<file path="src/rtl/mips_rf_pkg.sv">
// Shared register-file types for the writeback path: address/data widths,
// the hard-wired zero register and the queued writeback entry.
package mips_rf_pkg;
  localparam int REG_ADDR_W = 5;
  localparam int DATA_W     = 32;

  localparam logic [REG_ADDR_W-1:0] ZERO_REG = 5'd0;

  typedef struct packed {
    logic [REG_ADDR_W-1:0] dest;
    logic [DATA_W-1:0]     data;
  } wb_entry_t;
endpackage

</file>
<file path="src/rtl/rf_write_queue_if.sv">
// Producer-to-queue writeback request channel.
interface rf_write_queue_if;
  import mips_rf_pkg::*;

  // A request transfers on a rising edge where in_valid && in_ready are both 1.
  // in_reg/in_data must be stable while in_valid is high; in_ready does not
  // depend on in_valid.
  logic                  in_valid;
  logic                  in_ready;
  logic [REG_ADDR_W-1:0] in_reg;
  logic [DATA_W-1:0]     in_data;

  modport master (output in_valid, output in_reg, output in_data, input in_ready);
  modport slave  (input in_valid, input in_reg, input in_data, output in_ready);
endinterface

</file>
<file path="src/rtl/rf_fwd_match.sv">
// Combinational youngest-match search over the live window of the write queue
// for a single forwarding lookup port.
module rf_fwd_match
  import mips_rf_pkg::*;
#(
  parameter int DEPTH = 4,
  parameter int AW    = 2
) (
  input  wb_entry_t [DEPTH-1:0]  entries,
  input  logic [AW-1:0]          head,
  input  logic [AW:0]            count,
  input  logic [REG_ADDR_W-1:0]  lookupReg,
  output logic                   hit,
  output logic [DATA_W-1:0]      fwdData
);

  logic [AW-1:0] idx;

  // Walk oldest to youngest so the last match found is the youngest one.
  always_comb begin
    hit     = 1'b0;
    fwdData = '0;
    idx     = '0;
    for (int i = 0; i < DEPTH; i++) begin
      idx = head + AW'(i);
      if (((AW+1)'(i) < count) && (lookupReg != ZERO_REG) &&
          (entries[idx].dest == lookupReg)) begin
        hit     = 1'b1;
        fwdData = entries[idx].data;
      end
    end
  end

endmodule

</file>
<file path="src/rtl/rf_write_queue.sv">
// Register-file write queue: buffers writebacks from multi-cycle producers,
// drains one per cycle into reg_file and forwards queued values to readers.
module rf_write_queue
  import mips_rf_pkg::*;
#(
  parameter int DEPTH = 4,
  parameter int AW    = 2
) (
  input  logic                   clk,
  input  logic                   reset,
  rf_write_queue_if.slave        push,
  input  logic                   drain_en,
  output logic [REG_ADDR_W-1:0]  writeReg,
  output logic [DATA_W-1:0]      writeData,
  output logic                   regWrite,
  input  logic [REG_ADDR_W-1:0]  lookupReg1,
  input  logic [REG_ADDR_W-1:0]  lookupReg2,
  output logic                   hit1,
  output logic                   hit2,
  output logic [DATA_W-1:0]      fwdData1,
  output logic [DATA_W-1:0]      fwdData2,
  output logic [AW:0]            count
);

  wb_entry_t [DEPTH-1:0] entries;
  logic [AW-1:0]         head;
  logic [AW-1:0]         tail;
  logic                  empty;
  logic                  accept;
  logic                  store;

  assign empty         = (count == '0);
  assign push.in_ready = (count != (AW+1)'(DEPTH));
  assign accept        = push.in_valid && push.in_ready;
  // Writes to $0 complete the handshake but are never stored.
  assign store         = accept && (push.in_reg != ZERO_REG);

  assign regWrite  = !empty && drain_en;
  assign writeReg  = empty ? ZERO_REG : entries[head].dest;
  assign writeData = empty ? '0       : entries[head].data;

  always_ff @(posedge clk) begin
    if (store) begin
      entries[tail] <= '{dest: push.in_reg, data: push.in_data};
    end
  end

  always_ff @(posedge clk) begin
    if (reset) begin
      head  <= '0;
      tail  <= '0;
      count <= '0;
    end else begin
      if (store) begin
        tail <= tail + 1'b1;
      end
      if (regWrite) begin
        head <= head + 1'b1;
      end
      case ({store, regWrite})
        2'b10:   count <= count + 1'b1;
        2'b01:   count <= count - 1'b1;
        default: count <= count;
      endcase
    end
  end

  rf_fwd_match #(.DEPTH(DEPTH), .AW(AW)) u_fwd1 (
    .entries   (entries),
    .head      (head),
    .count     (count),
    .lookupReg (lookupReg1),
    .hit       (hit1),
    .fwdData   (fwdData1)
  );

  rf_fwd_match #(.DEPTH(DEPTH), .AW(AW)) u_fwd2 (
    .entries   (entries),
    .head      (head),
    .count     (count),
    .lookupReg (lookupReg2),
    .hit       (hit2),
    .fwdData   (fwdData2)
  );

endmodule

</file>
<file path="src/flat_wrapper.sv">
// flat-port wrapper written by rule: the top's interface ports become plain ports
module rf_write_queue_flat import mips_rf_pkg::*;
#(
  parameter int DEPTH = 4,
  parameter int AW    = 2
)
  (clk, reset, drain_en, writeReg, writeData, regWrite, lookupReg1, lookupReg2, hit1, hit2, fwdData1, fwdData2, count, push_in_valid, push_in_reg, push_in_data, push_in_ready);
  rf_write_queue_if push_i ();
  input  logic clk;
  input  logic reset;
  input  logic drain_en;
  output logic [REG_ADDR_W-1:0] writeReg;
  output logic [DATA_W-1:0] writeData;
  output logic regWrite;
  input  logic [REG_ADDR_W-1:0] lookupReg1;
  input  logic [REG_ADDR_W-1:0] lookupReg2;
  output logic hit1;
  output logic hit2;
  output logic [DATA_W-1:0] fwdData1;
  output logic [DATA_W-1:0] fwdData2;
  output logic [AW:0] count;
  input wire logic [$bits(push_i.in_valid)-1:0] push_in_valid;
  input wire logic [$bits(push_i.in_reg)-1:0] push_in_reg;
  input wire logic [$bits(push_i.in_data)-1:0] push_in_data;
  output wire logic [$bits(push_i.in_ready)-1:0] push_in_ready;
  assign push_i.in_valid = push_in_valid;
  assign push_i.in_reg = push_in_reg;
  assign push_i.in_data = push_in_data;
  assign push_in_ready = push_i.in_ready;
  rf_write_queue #(.DEPTH(DEPTH), .AW(AW)) u_core (.clk(clk), .reset(reset), .push(push_i), .drain_en(drain_en), .writeReg(writeReg), .writeData(writeData), .regWrite(regWrite), .lookupReg1(lookupReg1), .lookupReg2(lookupReg2), .hit1(hit1), .hit2(hit2), .fwdData1(fwdData1), .fwdData2(fwdData2), .count(count));
endmodule
</file>
<file path="config.mk">
export PLATFORM = sky130hd
export DESIGN_NAME = rf_write_queue_flat
export DESIGN_NICKNAME = d
export VERILOG_FILES = /design/src/rtl/mips_rf_pkg.sv /design/src/rtl/rf_write_queue_if.sv /design/src/rtl/rf_fwd_match.sv /design/src/rtl/rf_write_queue.sv /design/src/flat_wrapper.sv
export SDC_FILE = /design/constraint.sdc
export NUM_CORES = 1
export LEC_CHECK = 0
export ABC_AREA = 1
export BUFFER_PORTS_ARGS = -buffer_cell sky130_fd_sc_hd__buf_2
export CAP_MARGIN = 20
export CORE_ASPECT_RATIO = 1.1
export CORE_UTILIZATION = 25
export DETAILED_ROUTE_END_ITERATION = 6
export PLACE_DENSITY = 0.41
export SLEW_MARGIN = 30
export SYNTH_ARGS = -nofsm -noshare
export SYNTH_HDL_FRONTEND = slang
export SYNTH_SLANG_ARGS = --single-unit
export TNS_END_PERCENT = 30
</file>
<file path="constraint.sdc">
create_clock -name clk -period 3.8 [get_ports clk]
set_input_delay 0.57 -clock clk [delete_from_list [all_inputs] [get_ports clk]]
set_output_delay 0.57 -clock clk [all_outputs]
set_load 0.01 [all_outputs]
</file>
==> results.py <==
metrics = {
    "placement": {
        "portBuffers": 158,
        "gp_congestion": 0.831,
        "post-place-cells": 2623,
        "hpwl_um": 31600,
        "post_dp_cell_area_um2": 13700,
    },
    "synth": {
        "synth_seq_area_share_pct": 37.5,
        "netlist_area_um2": 12200,
        "synthAdderAreaFrac_pct": 0.920,
        "synth_cells": 1903,
        "ys_ff_latch": 155,
        "syn_nets": 1963,
        "synth_compound_area_share_pct": 12.1,
        "synthSimpleGateAreaFrac_pct": 38.4,
        "synthFlopType": "edfxtp_1",
        "yosysWarnings": 0,
        "synth_xor_area_share_pct": 0.358,
        "async_reset_ff_share_pct": 0,
        "synth-edff-count": 148,
        "syn-mean-instance-area_um2": 6.43,
        "synth_cell_types": 31,
        "synth_top_family_by_area": "simple AND/OR/NAND/NOR gates",
        "synth.area.mux_share_pct": 0,
    },
    "detailed_routing": {
        "routed_via_density": 4.73,
        "drt_iter0_drc": 818,
        "vias": 12600,
        "drt-total-wl_um": 47700,
        "ant_nets": 0,
        "drc": 0,
        "wl_per_cell_um": 18.0,
        "first_pass_iters": 5,
    },
    "pwr": {
        "seqPwrFrac_pct": 22.7,
        "p_comb_share_pct": 58.4,
        "switching_share_pct": 51.0,
        "p_sw_mw": 4.78,
        "power_density_nw_per_um2": 650,
        "p_leak_nw": 6.50,
        "clockPowerShare_pct": 18.9,
        "vdd_drop_max_uv": 331,
        "p_int_mw": 4.59,
        "power.total_mw": 9.37,
    },
    "floorplanning": {
        "die_h_um": 234,
        "fp.dieArea_um2": 49800,
        "start_util_pct": 25.5,
        "die_w_um": 213,
        "core_area_um2": 48000,
        "num_io_pins": 159,
        "rows": 84,
    },
    "sta": {
        "setup_tns_ns": 0,
        "rsz0062_at_grt": "no",
        "finalCritPeriodShare_pct": 91.6,
        "worst_pin_slew_ns": 0.787,
        "drv_slew": 0,
        "slew_headroom_pct": 47.6,
        "final_hold_viol_count": 0,
        "setup_viol": 0,
        "clock_skew_ns": 0.00765,
        "fmax_mhz": 287,
        "post-route-min-period_ns": 3.48,
    },
    "run": {
        "drv_cap": 0,
    },
    "cells_and_area": {
        "fillers": 5299,
        "fin_nets": 2062,
        "mostFrequentLayoutCells": "nand2_1 (661), nor2_1 (265), o21ai_0 (206)",
        "n_antenna_cell": 0,
        "area_growth_syn_to_layout_pct": 17.9,
        "final_common_cell": "nand2_1",
        "final_area_um2": 14400,
        "final-instance-count-excl-fill": 2657,
        "layout-drive-gt1-share_pct": 13.2,
    },
    "worst_setup_path": {
        "critPathKind": "register to output pin",
        "cp.arrival_ns": 2.91,
        "crit_path_start_kind": "register",
        "cp.required_ns": 3.23,
        "regToRegSetupSlack_ns": 1.06,
        "end_kind": "output pin",
        "cp_max_fo": 34,
    },
    "cts": {
        "cts_tree": "yes",
        "htreeDepth": 4,
        "clockRootBuffer": "clkbuf_16",
        "path_clk_slew_ns": 0.07,
        "cts_made_buffers": 17,
        "hold_buffers": 0,
        "clk_latency_ns": 0.46,
        "clock_sinks": 155,
        "cts_buffer_depth": 2,
    },
    "grt": {
        "grt-ovfl-total": 0,
        "grt_max_degree": 154,
        "grt_pass1_wl_um": 70600,
        "antenna_found_initial": 4,
        "grt_pass1_vias": 11800,
        "grt_util_all_layers_pct": 19.1,
    },
    "run_status": {
        "status": "finished clean",
    },
    "hold_path": {
        "hold_path_class": "input pin to register",
    },
}
==> cell usage after synthesis (9+ instances only) <==
cell | instances | share of area [%]
nor2_1 | 271 | 8.3
buf_4 | 11 | 0.67
buf_2 | 66 | 2.7
ha_1 | 9 | 0.92
buf_6 | 9 | 0.83
edfxtp_1 | 148 | 36
nand2_1 | 661 | 20
clkbuf_1 | 34 | 1.0
nand4_1 | 66 | 3.4
inv_1 | 170 | 5.2
nand3_1 | 127 | 5.2
o21ai_0 | 206 | 8.4
o21ai_1 | 70 | 2.9
==> power groups by stage <==
| stage | Sequential [mW] | Combinational, mW | Clock [mW] |
|---|---|---|---|
| 3_3_place_gp | 2.15 | 5.35 | 0 |
| 4_1_cts | 2.11 | 5.40 | 1.82 |
| 5_1_grt | 2.14 | 6.11 | 1.88 |
| 2_1_floorplan | 2.13 | 3.48 | 0 |
| 6_report | 2.13 | 5.48 | 1.77 |
| 3_5_place_dp | 2.15 | 5.39 | 0 |
==> area by class of cell <==
class                           count  area (um^2)  share of cell area [%]
Multi-Input combinational cell   1447         6440                    44.7
Sequential cell                   155         4590                    31.8
Clock inverter                     11          146                    1.01
Inverter                          173          654                    4.54
Tap cell                          645          807                    5.59
Clock buffer                       18          429                    2.97
Timing Repair Buffer              208         1350                    9.38
==> final timing paths <==
check,end,start,cells past startpoint
min,u_core.entries[63]$_DFFE_PP_,push_in_data[26],1
min reg2reg,u_core.tail[1]$_SDFFE_PP0P_,u_core.tail[1]$_SDFFE_PP0P_,2
max,fwdData1[17],u_core.head[0]$_SDFFE_PP0P_,13
max reg2reg,u_core.entries[33]$_DFFE_PP_,u_core.count[0]$_SDFFE_PP0P_,7
==> registers in the layout (all words and copies together), names as in the netlist <==
name,count
u_core.entries,148
u_core.count,3
u_core.head,2
u_core.tail,2
==> through the flow <==
step / setup WS (ns) / hold slack (ns) / utilization, %
2_1_floorplan: 0.634 / 0.498 / -
3_3_place_gp: 0.483 / 0.508 / 28.5
3_5_place_dp: 0.475 / 0.510 / 28.5
4_1_cts: 0.0111 / 0.301 / 29.7
5_1_grt: 0.0461 / 0.307 / 30.0
6_report: 0.319 / 0.325 / 30.0
==> layer usage <==
metal | GRT usage [%] | wire length (um) | vias up
li1 | - | - | 6350
met1 | 23.9 | 20800 | 5846
met2 | 33.3 | 23700 | 318
met3 | 3.16 | 2300 | 56
met4 | 5.85 | 806 | 8
met5 | 0 | 55 | -
==> cell families (layout without fill, tap and decap cells) <==
group	after synthesis	count (layout)
and+or+nand+nor	1142	1142
buffers and inverters	301	410
adders and majority gates	9	9
DFF	155	155
AOI/OAI and AO/OA	291	291
xor gates and xnor gates	5	5
==> timing repair <==
action	in CTS	in global routing
setup endpoints to repair	3	66
pin swaps	0	2
resized for setup	1	9
endpoints found under the hold margin	0	0
gates cloned	0	3
setup buffers	0	2
==> worst max-delay path: stages, from the launching register on <==
cell and delay [ns]:
dfxtp_4 0.45, inv_4 0.14, nand2_1 0.18, nand2_8 0.18, o21ai_1 0.24, inv_1 0.08
a21oi_1 0.19, o21ai_1 0.15, nor2_4 0.17, buf_12 0.23, nor2_1 0.08, nand2_1 0.06
nand2_1 0.10, buf_2 0.17
Note: power is estimated with default switching activity, not from simulation.
